$ cat config.mk
export PLATFORM = sky130hd
export DESIGN_NAME = bcrypt_cmp_apply_ctrl_flat
export DESIGN_NICKNAME = d
export VERILOG_FILES = /design/src/rtl/bcrypt_cmp_apply_ctrl_if.sv /design/src/rtl/bcrypt_cmp_apply_ctrl.sv /design/src/flat_wrapper.sv
export SDC_FILE = /design/constraint.sdc
export NUM_CORES = 1
export LEC_CHECK = 0
export CAP_MARGIN = 0
export CORE_ASPECT_RATIO = 0.75
export CORE_MARGIN = 3
export CORE_UTILIZATION = 43
export CTS_CLUSTER_DIAMETER = 200
export DETAILED_ROUTE_END_ITERATION = 8
export SYNTH_ARGS = -nofsm -noshare
export SYNTH_HDL_FRONTEND = slang
export SYNTH_SLANG_ARGS = --single-unit
$ cat constraint.sdc
create_clock -name clk_i -period 6.5 [get_ports clk_i]
set_clock_uncertainty 0.15 [all_clocks]
set_input_delay 1.3 -clock clk_i [delete_from_list [all_inputs] [get_ports clk_i]]
set_output_delay 1.3 -clock clk_i [all_outputs]
set_load 0.05 [all_outputs]
$ cat src/rtl/bcrypt_cmp_apply_ctrl_if.sv
// Handshake bundle between the config-apply controller, the pkt_comm dispatcher,
// the result path and the cmp_config parser.
interface bcrypt_cmp_apply_ctrl_if #(
  parameter int CNT_W = 6
);
  logic             new_cmp_config;
  logic             cmp_config_applied;
  logic             job_issue;
  logic             job_done;
  logic             result_empty;
  logic             issue_allow;
  logic             cfg_load;
  logic [7:0]       cfg_epoch;
  logic             busy;
  logic [CNT_W-1:0] outstanding;
  logic             error;

  modport master (
    input  new_cmp_config, job_issue, job_done, result_empty,
    output cmp_config_applied, issue_allow, cfg_load, cfg_epoch, busy, outstanding, error
  );

  modport slave (
    output new_cmp_config, job_issue, job_done, result_empty,
    input  cmp_config_applied, issue_allow, cfg_load, cfg_epoch, busy, outstanding, error
  );
endinterface

$ cat src/rtl/bcrypt_cmp_apply_ctrl.sv
// Drains in-flight bcrypt jobs before a comparator config change, strobes
// cfg_load to the cores, then acknowledges the parser with cmp_config_applied.
module bcrypt_cmp_apply_ctrl #(
  parameter int CNT_W         = 6,
  parameter int LOAD_CYCLES   = 4,
  parameter int DRAIN_TIMEOUT = 65535
) (
  input  logic                     clk_i,
  input  logic                     rst_i,
  bcrypt_cmp_apply_ctrl_if.master  bus
);
  localparam int TMO_W = (DRAIN_TIMEOUT > 1) ? $clog2(DRAIN_TIMEOUT) : 1;
  localparam logic [TMO_W-1:0] TMO_LAST  = TMO_W'((DRAIN_TIMEOUT > 0) ? DRAIN_TIMEOUT - 1 : 0);
  localparam logic [3:0]       LOAD_LAST = 4'(LOAD_CYCLES - 1);
  localparam logic [CNT_W-1:0] CNT_MAX   = '1;

  typedef enum logic [2:0] {IDLE_RST, RUN, DRAIN, LOAD, ACK, WAIT_LOW, FAULT} state_e;

  state_e           state_q;
  logic [CNT_W-1:0] cnt_q, cnt_d;
  logic [TMO_W-1:0] tmo_q;
  logic [3:0]       load_q;
  logic [7:0]       epoch_q;
  logic             applied_q, issue_q, cfg_load_q, busy_q, error_q;
  logic             cnt_err, drain_ok, tmo_hit, fault_d;

  // Counter saturates at both ends; an over/underflow attempt is a fault.
  always_comb begin
    cnt_d   = cnt_q;
    cnt_err = 1'b0;
    case ({bus.job_issue, bus.job_done})
      2'b10:   if (cnt_q == CNT_MAX) cnt_err = 1'b1; else cnt_d = cnt_q + 1'b1;
      2'b01:   if (cnt_q == '0)      cnt_err = 1'b1; else cnt_d = cnt_q - 1'b1;
      default: ;
    endcase
    drain_ok = (cnt_q == '0) && bus.result_empty;
    tmo_hit  = (DRAIN_TIMEOUT != 0) && (tmo_q == TMO_LAST);
    fault_d  = cnt_err || ((state_q == DRAIN) && (bus.job_issue || (tmo_hit && !drain_ok)));
  end

  always_ff @(posedge clk_i) begin
    if (rst_i) begin
      state_q    <= IDLE_RST;
      cnt_q      <= '0;
      tmo_q      <= '0;
      load_q     <= '0;
      epoch_q    <= '0;
      applied_q  <= 1'b0;
      issue_q    <= 1'b0;
      cfg_load_q <= 1'b0;
      busy_q     <= 1'b1;
      error_q    <= 1'b0;
    end else begin
      cnt_q     <= cnt_d;
      applied_q <= 1'b0;
      // A fault overrides any pending transition, so a load cut short never acks.
      if (fault_d || state_q == FAULT) begin
        state_q    <= FAULT;
        error_q    <= 1'b1;
        issue_q    <= 1'b0;
        cfg_load_q <= 1'b0;
        busy_q     <= 1'b1;
      end else begin
        case (state_q)
          IDLE_RST: begin
            state_q <= RUN;
            issue_q <= ~bus.new_cmp_config;
            busy_q  <= 1'b0;
          end
          RUN: begin
            if (bus.new_cmp_config) begin
              state_q <= DRAIN;
              issue_q <= 1'b0;
              busy_q  <= 1'b1;
              tmo_q   <= '0;
            end else begin
              issue_q <= 1'b1;
            end
          end
          DRAIN: begin
            if (drain_ok) begin
              state_q    <= LOAD;
              cfg_load_q <= 1'b1;
              load_q     <= '0;
            end else begin
              tmo_q <= tmo_q + 1'b1;
            end
          end
          LOAD: begin
            if (load_q == LOAD_LAST) begin
              state_q    <= ACK;
              cfg_load_q <= 1'b0;
              applied_q  <= 1'b1;
              epoch_q    <= epoch_q + 8'd1;
            end else begin
              load_q <= load_q + 4'd1;
            end
          end
          ACK: state_q <= WAIT_LOW;
          WAIT_LOW: begin
            if (!bus.new_cmp_config) begin
              state_q <= RUN;
              issue_q <= 1'b1;
              busy_q  <= 1'b0;
            end
          end
          default: state_q <= FAULT;
        endcase
      end
    end
  end

  assign bus.cmp_config_applied = applied_q;
  assign bus.issue_allow        = issue_q;
  assign bus.cfg_load           = cfg_load_q;
  assign bus.cfg_epoch          = epoch_q;
  assign bus.busy               = busy_q;
  assign bus.outstanding        = cnt_q;
  assign bus.error              = error_q;
endmodule

$ cat src/flat_wrapper.sv
// flat-port wrapper written by rule: the top's interface ports become plain ports
module bcrypt_cmp_apply_ctrl_flat 
#(
  parameter int CNT_W         = 6,
  parameter int LOAD_CYCLES   = 4,
  parameter int DRAIN_TIMEOUT = 65535
)
  (clk_i, rst_i, bus_new_cmp_config, bus_job_issue, bus_job_done, bus_result_empty, bus_cmp_config_applied, bus_issue_allow, bus_cfg_load, bus_cfg_epoch, bus_busy, bus_outstanding, bus_error);
  bcrypt_cmp_apply_ctrl_if #(.CNT_W(CNT_W)) bus_i ();
  input  logic clk_i;
  input  logic rst_i;
  input wire logic [$bits(bus_i.new_cmp_config)-1:0] bus_new_cmp_config;
  input wire logic [$bits(bus_i.job_issue)-1:0] bus_job_issue;
  input wire logic [$bits(bus_i.job_done)-1:0] bus_job_done;
  input wire logic [$bits(bus_i.result_empty)-1:0] bus_result_empty;
  output wire logic [$bits(bus_i.cmp_config_applied)-1:0] bus_cmp_config_applied;
  output wire logic [$bits(bus_i.issue_allow)-1:0] bus_issue_allow;
  output wire logic [$bits(bus_i.cfg_load)-1:0] bus_cfg_load;
  output wire logic [$bits(bus_i.cfg_epoch)-1:0] bus_cfg_epoch;
  output wire logic [$bits(bus_i.busy)-1:0] bus_busy;
  output wire logic [$bits(bus_i.outstanding)-1:0] bus_outstanding;
  output wire logic [$bits(bus_i.error)-1:0] bus_error;
  assign bus_i.new_cmp_config = bus_new_cmp_config;
  assign bus_i.job_issue = bus_job_issue;
  assign bus_i.job_done = bus_job_done;
  assign bus_i.result_empty = bus_result_empty;
  assign bus_cmp_config_applied = bus_i.cmp_config_applied;
  assign bus_issue_allow = bus_i.issue_allow;
  assign bus_cfg_load = bus_i.cfg_load;
  assign bus_cfg_epoch = bus_i.cfg_epoch;
  assign bus_busy = bus_i.busy;
  assign bus_outstanding = bus_i.outstanding;
  assign bus_error = bus_i.error;
  bcrypt_cmp_apply_ctrl #(.CNT_W(CNT_W), .LOAD_CYCLES(LOAD_CYCLES), .DRAIN_TIMEOUT(DRAIN_TIMEOUT)) u_core (.clk_i(clk_i), .rst_i(rst_i), .bus(bus_i));
endmodule
; Word level (Yosys, flattened, before mapping)
; Cells that the tools add are included.
; W data, S select, Z words.
[op_classes]
addsub = 5
n_eq_ne = 23
n_mux = 28
n_bitwise = 3
n_reduce_logical = 24
[ops]
columns = operator, n
row1 = $mux W16, 2
row2 = $pmux W16 S2, 1
row3 = $pmux W3 S6, 1
row4 = $add A16 B1 Y16 const B, 1
row5 = $eq A16 B16 Y1 const B, 1
row6 = $reduce_and A4 Y1, 4
row7 = $mux W3, 5
row8 = $mux W6, 2
row9 = $ne A2 B2 Y1 const B, 6
row10 = $pmux W6 S2, 1
row11 = $reduce_and A3 Y1, 4
row12 = $eq A3 B3 Y1 const B, 3
row13 = $mux W1, 9
row14 = $ne A3 B2 Y1 const B, 3
row15 = $add A8 B1 Y8 const B, 1
row16 = $mux W4, 2
row17 = $pmux W4 S2, 1
row18 = $add A6 B1 Y6 const B, 1
row19 = $eq A3 B2 Y1 const B, 2
row20 = $eq A6 B6 Y1 const B, 1
row21 = $logic_not A6 Y1, 1
row22 = $pmux W1 S3, 2
row23 = $reduce_bool A2 Y1, 3
row24 = $sub A6 B1 Y6 const B, 1
row25 = other kinds (17), 25
[word_totals]
reg_bits = 42
in_bits = 6
out_inout_bits = 19
word_cells = 94

; Longest topological paths before layout
; Gate-level depths: netlist of the first run.
[logic_depth]
word_depth = 10
mapped_depth = 10

; Worst setup path after synthesis of the first run
; Ideal clock, no wire load.
[synth_timing]
kind = in2reg
start = input port bus_job_issue
end = register u_core.tmo_q[7]
setup_time_ps = 70
arrival_ps = 2835
required_ps = 6280
slack_ps = 3445
stages = 7
path_buffers = 0
path_cell_list = inv_1 > ha_1 > and3_1 > o21bai_2 > nand4_4 > or4_1 > a21oi_1
[synth_via]
elab_chain_len = 6
[synth_lines]
columns = item, line_no
row1 = start: declaration, flat_wrapper.sv:13  ; input wire logic [$bits(bus_i.job_issue)-1:0] bus_job_issue;
row2 = "$eq A2 B1 Y1, or another cell as far along", bcrypt_cmp_apply_ctrl.sv:31  ; case ({bus.job_issue, bus.job_done})
row3 = $pmux W1 S2 or $logic_and A1 B1 Y1 (tied branches), "bcrypt_cmp_apply_ctrl.sv:31, bcrypt_cmp_apply_ctrl.sv:38"
row4 = $logic_or A1 B1 Y1 *, bcrypt_cmp_apply_ctrl.sv:38  ; fault_d = cnt_err || ((state_q == DRAIN) && (bus.job_issue || (tmo_hit && !drain_ok)));
row5 = $logic_or A1 B1 Y1 *, bcrypt_cmp_apply_ctrl.sv:57  ; if (fault_d || state_q == FAULT) begin
row6 = $not A1 Y1 (no source line) *, n/a
row7 = $reduce_and A4 Y1 (no source line) *, n/a
row8 = end signal: assignment, bcrypt_cmp_apply_ctrl.sv:86  ; tmo_q <= tmo_q + 1'b1;
row9 = end: declaration, bcrypt_cmp_apply_ctrl.sv:21  ; logic [TMO_W-1:0] tmo_q;
; Every way passes the cells marked *; elsewhere a longest branch is shown, timed or not.
; A chain may end at the register's enable or synchronous reset.

; Final worst setup path of the first run
[layout_timing]
start = input port bus_job_issue
end = register u_core.state_q[0]
[layout_via]
elab_chain_len = 5
[layout_lines]
columns = item, line_no
row1 = "$eq A2 B1 Y1, or another cell as far along", bcrypt_cmp_apply_ctrl.sv:31
row2 = $pmux W1 S2 or $logic_and A1 B1 Y1 (tied branches), "bcrypt_cmp_apply_ctrl.sv:31, bcrypt_cmp_apply_ctrl.sv:38"
row3 = $logic_or A1 B1 Y1 *, bcrypt_cmp_apply_ctrl.sv:38
row4 = $logic_or A1 B1 Y1 *, bcrypt_cmp_apply_ctrl.sv:57
row5 = $reduce_or A2 Y1 (no source line) *, n/a
row6 = end signal: assignment, bcrypt_cmp_apply_ctrl.sv:43  ; state_q <= IDLE_RST;
row7 = end signal: assignment, bcrypt_cmp_apply_ctrl.sv:58  ; state_q <= FAULT;
row8 = end signal: assignment, bcrypt_cmp_apply_ctrl.sv:66  ; state_q <= RUN;
row9 = end: declaration, bcrypt_cmp_apply_ctrl.sv:19  ; state_e state_q;
; Marks and branches as above.

==> run summary, run 1 <==
Leak -> 0.000930 uW
GRT Total Usage -> 0.164
wire length per cell after detailed routing -> 13.6 um
EDFF count, synth -> 0
Final period util -> 0.579
setup TNS -> 0 ns
crit-path cells -> clkdlybuf4s50_1 > inv_1 > ha_1 > and3_1 > o21ba_2 > nor3_1 > nand2b_1 > a221oi_1
P&R area growth vs syn -> 15.8%
Critical Path AT -> 3.82 ns
Avg Vias per Cell -> 5.40
Crit Path Max Fanout -> 11
critical path's largest stage delay -> 0.59 ns
Hold-fix buffers, CTS -> 0
vias in the first global route -> 1782
aggregate global routing overflow -> 0
Hold WC Path Type -> flip-flop to flip-flop
clock root cell -> clkbuf_8
clk buf depth -> 2
residual DRC count -> 0
DIE WIDTH -> 91.4 um
pwr/cell area -> 284 nW/um^2
Antenna diodes -> 0
R2R depth -> 6
hold_sp -> u_core.bus.error
CP Class -> input port to flip-flop
startpoint types -> input port
CP required -> 6.55 ns
RSZ-0062 raised after global routing -> no
row cnt -> 22
peak supply drop -> 0.143 mV
Final Instance Area -> 2720 um^2
Max transition margin -> 0.297
Async SR Flop Fraction -> 0
final hold vios -> 0
Synth Warn # -> 0
dpl hpwl -> 3560 um
status -> completed
Max-Cap Viols -> 0
syn avg cell area -> 8.54 um^2
Post-Route WL -> 5020 um
final setup vio count -> 0
post_cts resized -> 0
Worst-Margin Slew -> 1.05 ns
syn_nets -> 292
remaining antenna violation count -> 0
Design Power -> 772 uW
Cells after Synth -> 275
initial drt markers -> 89
synth unique cells -> 58
crit path time final -> 3.77 ns
fin. max-slew vios -> 0
Initial Utilization -> 0.461
Pre-Repair DR Iteration Count -> 4
Final Util -> 0.534
I/O pins -> 25
WHS Endpoint -> u_core.bus.error
CTS tree -> built
r2r setup slk -> 3.95 ns
Worst-path clk slew -> 0.08 ns
CTS Buf Count -> 5
Post-DP Area -> 2610 um^2
final worst slack -> 2.73 ns
Placer Congestion -> 0.816
area of the core -> 5090 um^2
Synth Register Bits -> 42
initial antenna violation count -> 0
FF-to-FF Start -> u_core.state_q[1]
fmax -> 266 MHz
final net count -> 312
CTS H-tree lvls -> 2
largest net degree at the start of global routing -> 28
hold path depth -> 2
Sink Count -> 42
Place WS -> 2.43 ns
first-pass GRT wire length -> 8680 um
Worst Setup End Kind -> flip-flop
Most used DFF post-synth -> dfxtp_1
reg2reg end -> u_core.tmo_q[15]
die area -> 6400 um^2
Post-Synthesis Cell Area -> 2350 um^2
port bufs -> 24
Setup Fix Bufs, Post-CTS -> 0
worst skew pair latency -> 0.30 ns
via count -> 1986
share of cells above drive strength 1 -> 0.0811
Slowest-stage cell, CP -> clkdlybuf4s50_1
sequential area share after synthesis -> 0.358
Die Ht -> 70.0 um
synthesized netlist by cell type (5+ instances only):
cell type  count  share of area
nand4_1        8          0.021
xnor2_1       11          0.041
and3_1         5          0.013
o21ai_0       20          0.043
or3_1          9          0.024
nand3_1       10          0.021
a21oi_1       26          0.055
nand2_1       17          0.027
dfxtp_1       42           0.36
nor2_1        27          0.043
ha_1          10          0.053
inv_1         14          0.022
routing by layer:
metal  global-route usage  routed length, um  share of wire  vias to the layer above
met1                0.250               2740           0.55                      918
met5                    0                  0              0                        -
met2                0.228               2040           0.41                       30
met4               0.0452                 49         0.0098                        0
li1                     -                  -              -                     1033
met3               0.0366                189          0.038                        5
worst max-delay path, delay by kind of cell:
kind                     cells  cell delay, ns
AND/OR/NAND/NOR              3            1.00
buffers and inverters        2            0.66
AO/OA/AOI/OAI                2            0.57
adder cells (fa/ha/maj)      1            0.28
sequential cells by signal, summed over array words and instances (netlist names):
signal / count
u_core.state_q: 3
u_core.bus.cfg_epoch: 8
u_core.bus.error: 1
u_core.bus.cfg_load: 1
u_core.tmo_q: 16
u_core.bus.issue_allow: 1
u_core.bus.outstanding: 6
u_core.bus.cmp_config_applied: 1
u_core.bus.busy: 1
u_core.load_q: 4
stage by stage:
| stage | hold slack (ns) | instances |
|---|---|---|
| global placement | 0.291 | 360 |
| finish | 0.309 | 368 |
| CTS | 0.316 | 368 |
| floorplan | 0.295 | 275 |
| global route | 0.356 | 368 |
| detailed placement | 0.298 | 360 |
cells by family after synthesis:
| logic type | synth area share |
|---|---|
| AO/OA/AOI/OAI | 0.192 |
| adder cells (fa/ha/maj) | 0.0618 |
| XOR/XNOR | 0.0485 |
| flip-flops | 0.358 |
| buffers and inverters | 0.0516 |
| multiplexers | 0.0176 |
| AND/OR/NAND/NOR | 0.271 |
how the worst max path moves through the flow:
stage / startpoint / end / slack [ns] / cells past startpoint
final: bus_job_issue / u_core.state_q[0] / 2.73 / 8
after global placement: bus_job_issue / u_core.state_q[0] / 2.46 / 8
after global routing: bus_job_issue / u_core.state_q[0] / 2.52 / 8
after CTS: bus_job_issue / u_core.state_q[0] / 2.73 / 8
after floorplan: bus_job_issue / u_core.tmo_q[7] / 3.44 / 7
after detailed placement: bus_job_issue / u_core.state_q[0] / 2.43 / 8
placed cells by master, fill, tap and decap left out, types with 5 or more instances in the layout:
cell | netlist | routed
nand2_1 | 17 | 17
dfxtp_1 | 42 | 42
nor2_1 | 27 | 27
xnor2_1 | 11 | 11
ha_1 | 10 | 10
a21oi_1 | 26 | 26
nand3_1 | 10 | 10
clkdlybuf4s50_1 | 0 | 24
clkbuf_8 | 0 | 5
or3_1 | 9 | 9
inv_1 | 14 | 14
and3_1 | 5 | 5
o21ai_0 | 20 | 20
nand4_1 | 8 | 8
cell type report:
class                           instances  area [um^2]
Sequential cell                        42          841
Clock inverter                          2         37.5
Clock buffer                            6         72.6
Tap cell                               72         90.1
Inverter                               14         52.6
Multi-Input combinational cell        208         1390
Timing Repair Buffer                   24          240
Fill cell                             489         2370
power breakdown:
group / switching (uW) / internal (uW) / total, uW
clock: 93.6 / 115 / 208
combinational: 153 / 92.6 / 245
sequential: 37.9 / 281 / 318
total: 284 / 488 / 772
Note: power is estimated with default switching activity, not from simulation.
==> inputs of run 2 (changes only) <==
==> constraint.sdc (replaced) <==
create_clock -name clk_i -period 3.7 [get_ports clk_i]
set_clock_uncertainty 0.15 [all_clocks]
set_input_delay 0.74 -clock clk_i [delete_from_list [all_inputs] [get_ports clk_i]]
set_output_delay 0.74 -clock clk_i [all_outputs]
set_load 0.05 [all_outputs]
==> run 2 against run 1 <==
Non-clock buffer count grew 2. Hold slack worse by 0.0064 ns. Sequential power rose by 76%. Final area is 0.18% lower. Largest power group unchanged. Highest routed layer unchanged.
==> run summary, run 2 (synthesis gave the netlist of run 1 again) <==
register area -> 841 um^2
RSZ-0062 raised after global routing -> no
Clk pwr share -> 0.233
initial antenna violation count -> 0
post_cts resized -> 0
Hold-fix buffers, CTS -> 0
row cnt -> 22
Antenna diodes -> 0
Worst Setup End Kind -> flip-flop
Design Power -> 1300 uW
peak supply drop -> 0.191 mV
sequential share of power -> 0.430
most common cell after layout, fill and taps aside -> dfxtp_1
Bufs and invs on worst path -> 2
startpoint types -> input port
Post-Route WL -> 5030 um
Worst-Margin Slew -> 0.576 ns
critical path's largest stage delay -> 0.62 ns
Initial Utilization -> 0.461
port bufs -> 24
residual DRC count -> 0
Hold WC Path Type -> flip-flop to flip-flop
CP Class -> input port to flip-flop
CTS Buf Count -> 5
Placer Congestion -> 0.823
Slowest-stage cell, CP -> clkdlybuf4s50_1
crit-path leading delay family -> simple AND/OR/NAND/NOR gates
fmax -> 313 MHz
worst skew pair latency -> 0.30 ns
Leak -> 0.000932 uW
wire length per cell after detailed routing -> 13.6 um
clock root cell -> clkbuf_8
Avg Vias per Cell -> 5.38
I/O pins -> 25
Sink Count -> 42
GRT Total Usage -> 0.166
vias in the first global route -> 1818
DIE WIDTH -> 91.4 um
status -> completed
crit-path cells -> clkdlybuf4s50_1 > inv_1 > ha_1 > and3_1 > o21bai_2 > nand4_1 > or4_1 > a21oi_1
setup TNS -> 0 ns
final setup vio count -> 0
remaining antenna violation count -> 0
area of the core -> 5090 um^2
fin. max-slew vios -> 0
CTS tree -> built
Final period util -> 0.862
Critical Path AT -> 3.28 ns
via count -> 1989
CTS H-tree lvls -> 2
Pre-Repair DR Iteration Count -> 4
largest net degree at the start of global routing -> 15
die area -> 6400 um^2
Worst-path clk slew -> 0.09 ns
share of cells above drive strength 1 -> 0.0906
final net count -> 314
area of the multi-input gates -> 1390 um^2
P&R area growth vs syn -> 15.6%
internal power -> 793 uW
switch share -> 0.392
final hold vios -> 0
pwr/cell area -> 480 nW/um^2
Max transition margin -> 0.614
Comb pwr share -> 0.337
Crit Path Max Fanout -> 11
dpl hpwl -> 3600 um
crit path time final -> 3.19 ns
aggregate global routing overflow -> 0
CP required -> 3.79 ns
Net Switching -> 511 uW
clk buf depth -> 2
# fillers -> 476
max reg flops -> 16
commonest non-fill, non-tap cells in the layout -> 42 x dfxtp_1, 27 x nor2_1, 26 x a21oi_1
first-pass GRT wire length -> 8690 um
Setup Fix Bufs, Post-CTS -> 0
initial drt markers -> 106
Die Ht -> 70.0 um
Max-Cap Viols -> 0
Reg with most FFs -> u_core.tmo_q
[run 2: cell count changes in the layout (fill, tap and decap cells not counted)]
cell       change
clkinv_4       +1
buf_4          +2
bufinv_16      -1
clkbuf_1       -1
clkinv_2       +1
[run 2: power groups by stage]
| stage | Clock (uW) | Sequential (uW) | Combinational, uW |
|---|---|---|---|
| after floorplan | 0 | 607 | 306 |
| after CTS | 313 | 559 | 439 |
| after detailed placement | 0 | 570 | 438 |
| final | 304 | 561 | 439 |
| after global routing | 327 | 569 | 484 |
| after global placement | 0 | 570 | 438 |
[run 2: final cells by class]
type | count | share of cell area
Multi-Input combinational cell | 208 | 0.511
Inverter | 14 | 0.0193
Timing Repair Buffer | 26 | 0.0940
Clock inverter | 3 | 0.00783
Tap cell | 72 | 0.0332
Sequential cell | 42 | 0.310
Clock buffer | 5 | 0.0253
[run 2: final timing paths]
check,startpoint,endpoint,slack (ns),depth (start not counted)
worst max register to register,u_core.state_q[1],u_core.tmo_q[15],1.14,6
worst max-delay path,bus_job_issue,u_core.tmo_q[15],0.51,8
worst min-delay path,u_core.bus.error,u_core.bus.error,0.30,2
worst min register to register,u_core.bus.error,u_core.bus.error,0.30,2
[run 2: routing by layer]
metal,vias up,routed length [um],global-route usage
li1,1040,-,-
met1,907,2670,0.249
met2,36,2060,0.232
met3,6,237,0.0431
met4,0,61,0.0452
met5,-,0,0
[run 2: worst reg2reg max path: stages, from the launching register on]
cell     delay, ns
dfxtp_1       0.56
and2b_1       0.37
nand2_2       0.15
o22ai_4       0.26
nand4_1       0.36
or4_1         0.50
a21oi_1       0.15
[run 2: metrics by stage]
stage | instances | hold WS (ns) | setup slack (ns) | area, um^2 | utilization
6_report | 370 | 0.302 | 0.509 | 2720 | 0.533
2_1_floorplan | 275 | 0.295 | 1.20 | 2350 | -
3_3_place_gp | 362 | 0.290 | 0.356 | 2630 | 0.516
5_1_grt | 370 | 0.356 | 0.258 | 2720 | 0.533
4_1_cts | 370 | 0.308 | 0.525 | 2720 | 0.533
3_5_place_dp | 362 | 0.291 | 0.212 | 2630 | 0.516
